--- config.mk ---
export PLATFORM = sky130hd
export DESIGN_NAME = fifo_wr_rr_arbiter
export DESIGN_NICKNAME = d
export VERILOG_FILES = /design/src/rtl/fifo_wr_rr_arbiter_pkg.sv /design/src/rtl/fifo_wr_rr_arbiter_rr_pick.sv /design/src/rtl/fifo_wr_rr_arbiter.sv
export SDC_FILE = /design/constraint.sdc
export NUM_CORES = 1
export LEC_CHECK = 0
export BUFFER_PORTS_ARGS = -buffer_cell sky130_fd_sc_hd__buf_2
export CAP_MARGIN = 20
export CORE_ASPECT_RATIO = 0.7
export CORE_UTILIZATION = 45
export CTS_BUF_LIST = sky130_fd_sc_hd__clkbuf_16
export DETAILED_ROUTE_END_ITERATION = 12
export PLACE_DENSITY = 0.89
export SYNTH_ARGS = -nofsm -noshare
export SYNTH_HDL_FRONTEND = slang
export SYNTH_SLANG_ARGS = --single-unit
--- constraint.sdc ---
create_clock -name clk -period 3.3 [get_ports clk]
set_input_delay 0.165 -clock clk [delete_from_list [all_inputs] [get_ports clk]]
set_output_delay 0.165 -clock clk [all_outputs]
set_load 0.03 [all_outputs]
--- src/rtl/fifo_wr_rr_arbiter_pkg.sv ---
// fifo_arb_pkg
//   Shared definitions for the round-robin FIFO write arbiter:
//   - state_e  : arbiter FSM encoding (ST_IDLE, ST_BURST), 2 bits wide
//   - id_w()   : width of a producer index, never less than 1 bit
//   - cnt_w()  : width of the beat counter for a given MAX_BURST
package fifo_arb_pkg;

  typedef enum logic [1:0] {
    ST_IDLE  = 2'b00,
    ST_BURST = 2'b01
  } state_e;

  function automatic int id_w(input int n_req);
    return (n_req > 1) ? $clog2(n_req) : 1;
  endfunction

  function automatic int cnt_w(input int max_burst);
    return (max_burst > 0) ? $clog2(max_burst + 1) : 1;
  endfunction

endpackage

--- src/rtl/fifo_wr_rr_arbiter_rr_pick.sv ---
// rr_pick
//   Combinational rotate-priority search: returns the first set bit of req
//   starting at position ptr and wrapping past N_REQ-1 back to 0.
//   Ports:
//     req [N_REQ]  request vector
//     ptr [ID_W]   starting search position (0 .. N_REQ-1)
//     any          at least one request is set
//     idx [ID_W]   index of the winning request (0 when any==0)
module rr_pick
  import fifo_arb_pkg::*;
#(
  parameter int N_REQ = 4,
  parameter int ID_W  = id_w(N_REQ)
) (
  input  logic [N_REQ-1:0] req,
  input  logic [ID_W-1:0]  ptr,
  output logic             any,
  output logic [ID_W-1:0]  idx
);

  localparam logic [ID_W-1:0] LAST_ID = ID_W'(N_REQ - 1);

  logic [ID_W-1:0] cand;

  // Walk all N_REQ positions from ptr; the wrap is an explicit compare so
  // non-power-of-two N_REQ never visits an out-of-range index.
  always_comb begin
    any  = 1'b0;
    idx  = '0;
    cand = ptr;
    for (int k = 0; k < N_REQ; k++) begin
      if (!any && req[cand]) begin
        any = 1'b1;
        idx = cand;
      end
      cand = (cand == LAST_ID) ? '0 : cand + ID_W'(1);
    end
  end

endmodule

--- src/rtl/fifo_wr_rr_arbiter.sv ---
// fifo_wr_rr_arbiter
//   Shares one FIFO write port among N_REQ valid/ready producers. A producer
//   is granted for a burst of up to MAX_BURST beats; grants rotate round-robin.
//   Every grant costs one arbitration cycle in IDLE during which no beat moves.
//   Ports:
//     clk, reset_n   clock; asynchronous active-low reset
//     req_valid      per-producer beat available
//     req_data       producer i beat at [i*DATA_WIDTH +: DATA_WIDTH]
//     req_ready      per-producer beat accepted this cycle
//     fifo_wr_ready  FIFO can take a write
//     fifo_wr_en     write strobe (only ever high with fifo_wr_ready)
//     fifo_wr_data   write data
//     fifo_wr_src    index of the granted producer
//     busy           arbiter is in a burst
module fifo_wr_rr_arbiter
  import fifo_arb_pkg::*;
#(
  parameter  int N_REQ      = 4,
  parameter  int DATA_WIDTH = 8,
  parameter  int MAX_BURST  = 4,
  localparam int ID_W       = id_w(N_REQ),
  localparam int CNT_W      = cnt_w(MAX_BURST)
) (
  input  logic                        clk,
  input  logic                        reset_n,
  input  logic [N_REQ-1:0]            req_valid,
  input  logic [N_REQ*DATA_WIDTH-1:0] req_data,
  output logic [N_REQ-1:0]            req_ready,
  input  logic                        fifo_wr_ready,
  output logic                        fifo_wr_en,
  output logic [DATA_WIDTH-1:0]       fifo_wr_data,
  output logic [ID_W-1:0]             fifo_wr_src,
  output logic                        busy
);

  localparam logic [ID_W-1:0]  LAST_ID   = ID_W'(N_REQ - 1);
  localparam logic [CNT_W-1:0] LAST_BEAT = CNT_W'(MAX_BURST - 1);

  state_e           state_q,    state_d;
  logic [ID_W-1:0]  gnt_id_q,   gnt_id_d;
  logic [ID_W-1:0]  rr_ptr_q,   rr_ptr_d;
  logic [CNT_W-1:0] beat_cnt_q, beat_cnt_d;

  logic             pick_any;
  logic [ID_W-1:0]  pick_idx;
  logic             gnt_valid;
  logic             beat;
  logic [ID_W-1:0]  ptr_after_gnt;

  rr_pick #(
    .N_REQ (N_REQ),
    .ID_W  (ID_W)
  ) u_rr_pick (
    .req (req_valid),
    .ptr (rr_ptr_q),
    .any (pick_any),
    .idx (pick_idx)
  );

  assign busy          = (state_q == ST_BURST);
  assign gnt_valid     = req_valid[gnt_id_q];
  assign beat          = busy && gnt_valid && fifo_wr_ready;
  assign ptr_after_gnt = (gnt_id_q == LAST_ID) ? '0 : gnt_id_q + ID_W'(1);

  always_comb begin
    state_d    = state_q;
    gnt_id_d   = gnt_id_q;
    rr_ptr_d   = rr_ptr_q;
    beat_cnt_d = beat_cnt_q;
    case (state_q)
      ST_IDLE: begin
        if (pick_any) begin
          state_d    = ST_BURST;
          gnt_id_d   = pick_idx;
          beat_cnt_d = '0;
        end
      end
      ST_BURST: begin
        if (!gnt_valid) begin
          // Producer withdrew: end the grant without moving a beat.
          state_d    = ST_IDLE;
          rr_ptr_d   = ptr_after_gnt;
          beat_cnt_d = '0;
        end else if (fifo_wr_ready) begin
          if (beat_cnt_q == LAST_BEAT) begin
            state_d    = ST_IDLE;
            rr_ptr_d   = ptr_after_gnt;
            beat_cnt_d = '0;
          end else begin
            beat_cnt_d = beat_cnt_q + CNT_W'(1);
          end
        end
        // valid but FIFO full: hold grant and count
      end
      default: begin
        state_d    = ST_IDLE;
        beat_cnt_d = '0;
      end
    endcase
  end

  always_ff @(posedge clk or negedge reset_n) begin
    if (!reset_n) begin
      state_q    <= ST_IDLE;
      gnt_id_q   <= '0;
      rr_ptr_q   <= '0;
      beat_cnt_q <= '0;
    end else begin
      state_q    <= state_d;
      gnt_id_q   <= gnt_id_d;
      rr_ptr_q   <= rr_ptr_d;
      beat_cnt_q <= beat_cnt_d;
    end
  end

  // Output mux: everything is gated by busy so reset (which forces IDLE)
  // drives all outputs to zero immediately.
  always_comb begin
    fifo_wr_data = '0;
    req_ready    = '0;
    for (int i = 0; i < N_REQ; i++) begin
      if (busy && (gnt_id_q == ID_W'(i))) begin
        fifo_wr_data = req_data[i*DATA_WIDTH +: DATA_WIDTH];
        req_ready[i] = fifo_wr_ready;
      end
    end
  end

  assign fifo_wr_en  = beat;
  assign fifo_wr_src = busy ? gnt_id_q : '0;

endmodule
==> out/metrics.cfg <==
[final_layout]
multiInputGateArea_um2=881
layout-drive-gt1-share_pct=32.2
final.fill_count=233
final_area_um2=1500
areaGrowthSynthToFinish_pct=27.1
diodes_inserted=0
register_area_um2=200
final_net_count=255

[clock_network]
clk_root_buf=sky130_fd_sc_hd__clkbuf_16
cts_repair_resize_count=0
cts_made_buffers=3
clk-insertion-delay-late_ns=0.23
clock_path_buffers=2
postCtsSetupRepairBufs=0
tritoncts_num_sinks=8
cts-htree-levels=1
clk_pin_slew_worst_paths_ns=0.04
tritoncts=built
holdBufCountCts=1

[synthesis]
synth.cell_area_um2=1180
post_synth_inst_count=162
synth_top_cell_area_share_pct=16.9
synth_flop_cell=sky130_fd_sc_hd__dfrtp_1
postSynthNetCount=207
syn-mean-instance-area_um2=7.29
ys_seq_area_share_pct=16.9
synth_area_leader_cell=sky130_fd_sc_hd__dfrtp_1
synth_edf_count=0
yosys_register_bits=8
synth_warnings=0
synthDistinctLibCells=46
synth.area.top_cells=sky130_fd_sc_hd__dfrtp_1 17%, sky130_fd_sc_hd__a21oi_1 8.9%, sky130_fd_sc_hd__nand2_1 8.3%, sky130_fd_sc_hd__ha_1 6.4%, sky130_fd_sc_hd__o21ai_0 5.5%
asyncSetResetFlopFracSynth_pct=100

[setup_path]
crit_path_dat_ns=2.64
cp.required_ns=3.42
start_kind=register
critical_path_class=register to register
worst_r2r_endpoint=gnt_id_q[0]
timing.critical_path.from=rr_ptr_q[0]
worst_r2r_startpoint=rr_ptr_q[0]
worst_r2r_path_depth=7
cp-end-kind=register
reg2reg_slack_ns=0.78
critical_path_peak_fanout=16

[power]
power_per_cell_area_nw_per_um2=1080
static-leakage-power_uw=0.000741
totalPowerFinal_uw=1620
power.ir.vdd_worst_mv=0.627

[timing]
period_minus_slack_ns=2.52
finalCritPeriodShare_pct=76.3
final-max-slew-violation-count=0
rsz0062_at_grt=false
final_hold_viol_count=0
fin_worst_skew_ns=0.00235
clock.fmax_mhz=397
worst_slew_pin_slew_ns=0.722
fin_tns_setup_ns=0
setup_viol=0
timing.slew.headroom_pct=51.9

[routing]
drc=0
route.detailed.wl_per_inst_um=14.7
routed_wl_mm=3.56
post_drt_via_cell_ratio=5.74
antenna_left=0
drt-pass1-iter-count=4
drt-initial-drc-count=75
vias=1390

[placement]
gp_routability_congestion=0.916
port_buffers=54
placed_area_um2=1420
hpwlAfterDp_mm=2.70

[global_route]
grt.total_usage_pct=26.1
first_pass_grt_wire_length_mm=5.59
number_of_global_route_vias_before_repair=1154
antenna_found_initial=0
grt-ovfl-total=0
grt_start_max_net_pins=24

[die]
effective_utilization_at_floorplan_pct=47.7
die-area_um2=2840
fp.coreArea_um2=2480
die_y_um=44.9
fp.dieW_um=63.2
pin_count=55
num_rows=15

[run_status]
status=finished clean

[min_path]
holdCritPathClass=primary input to asynchronous set/reset pin

[run]
max_cap_violations=0

-- worst max-delay path, cell delays in order, from the launching register on --
cell	delay, ns
sky130_fd_sc_hd__dfrtp_1	0.54
sky130_fd_sc_hd__ha_1	0.62
sky130_fd_sc_hd__mux2_2	0.40
sky130_fd_sc_hd__nand2_1	0.06
sky130_fd_sc_hd__o21ai_1	0.11
sky130_fd_sc_hd__nand2b_2	0.23
sky130_fd_sc_hd__mux2_1	0.33
sky130_fd_sc_hd__o21a_1	0.11
-- cell usage in the layout, fill, tap and decap left out, types with 2 or more instances in the layout --
cell type and count:
sky130_fd_sc_hd__dfrtp_1 8, sky130_fd_sc_hd__clkbuf_16 3, sky130_fd_sc_hd__and2_1 10, sky130_fd_sc_hd__o21ai_0 13, sky130_fd_sc_hd__a31oi_1 3, sky130_fd_sc_hd__a21oi_1 21, sky130_fd_sc_hd__o21a_1 2, sky130_fd_sc_hd__a21o_1 2
sky130_fd_sc_hd__mux2i_1 3, sky130_fd_sc_hd__and3_1 4, sky130_fd_sc_hd__mux4_2 2, sky130_fd_sc_hd__nand3b_1 8, sky130_fd_sc_hd__inv_1 5, sky130_fd_sc_hd__buf_2 54, sky130_fd_sc_hd__o21ai_1 2, sky130_fd_sc_hd__mux2_1 2
sky130_fd_sc_hd__ha_1 6, sky130_fd_sc_hd__nor2_1 8, sky130_fd_sc_hd__nand2_1 26
-- stage by stage --
step	hold WS, ns	utilization (%)	worst slack [ns]	instances
2_1_floorplan	-0.131	-	1.29	162
3_3_place_gp	0.0173	57.2	0.894	238
3_5_place_dp	0.0271	57.2	0.836	238
4_1_cts	0.335	60.6	0.808	242
5_1_grt	0.376	60.6	0.626	242
6_report	0.322	60.6	0.781	242
-- kinds of logic after synthesis --
logic type / count (synthesis) / synth area share, %
muxes: 8 / 9.22
and+or+nand+nor: 68 / 31.1
buffers and inverters: 18 / 8.47
adders and majority gates: 6 / 6.36
xor gates and xnor gates: 1 / 0.742
AOI/OAI and AO/OA: 53 / 27.1
DFF: 8 / 16.9
-- how the worst max path moves through the flow --
stage	to	depth (start not counted)
2_1_floorplan	gnt_id_q[0]	8
3_3_place_gp	gnt_id_q[0]	7
3_5_place_dp	gnt_id_q[0]	7
4_1_cts	gnt_id_q[0]	7
5_1_grt	beat_cnt_q[2]	7
6_report	gnt_id_q[0]	7
-- state kept, by name, indices dropped and copies added, names as in the netlist --
| signal | flops |
|---|---|
| gnt_id_q | 2 |
| rr_ptr_q | 2 |
| state_q | 1 |
| beat_cnt_q | 3 |
-- cells in the mapped netlist, types with 2 or more instances --
master                     count
sky130_fd_sc_hd__dfrtp_1       8
sky130_fd_sc_hd__inv_1         5
sky130_fd_sc_hd__nand3b_1      8
sky130_fd_sc_hd__a31oi_1       3
sky130_fd_sc_hd__nor2_1        8
sky130_fd_sc_hd__o21ai_1       2
sky130_fd_sc_hd__ha_1          6
sky130_fd_sc_hd__mux4_2        2
sky130_fd_sc_hd__and2_1       10
sky130_fd_sc_hd__and3_1        4
sky130_fd_sc_hd__clkbuf_1      7
sky130_fd_sc_hd__a21o_1        2
sky130_fd_sc_hd__nand2_1      26
sky130_fd_sc_hd__mux2_1        2
sky130_fd_sc_hd__buf_6         3
sky130_fd_sc_hd__a21oi_1      21
sky130_fd_sc_hd__o21a_1        2
sky130_fd_sc_hd__mux2i_1       3
sky130_fd_sc_hd__o21ai_0      13
-- report_power, final --
part | internal, µW | switching [µW] | leakage (µW) | total [µW]
clock network | 156 | 46.3 | 0.0000370 | 202
logic | 458 | 701 | 0.000603 | 1160
registers | 139 | 115 | 0.000101 | 253
-- routing by layer --
| layer | up-vias | GRT usage (%) | share of wire, % |
|---|---|---|---|
| met3 | 4 | 2.78 | 4.6 |
| met4 | 0 | 8.18 | 1.1 |
| met5 | - | 0 | 0 |
| met2 | 50 | 44.7 | 50 |
| met1 | 669 | 35.4 | 44 |
| li1 | 667 | - | - |
-- cell type report --
class	count	area share, %
multi-input cells	136	58.7
well taps	34	2.83
repair buffers	55	18.7
clock buffers	3	5.00
flip-flops and latches	8	13.3
inverters	6	1.50
Note: power is estimated with default switching activity, not from simulation.
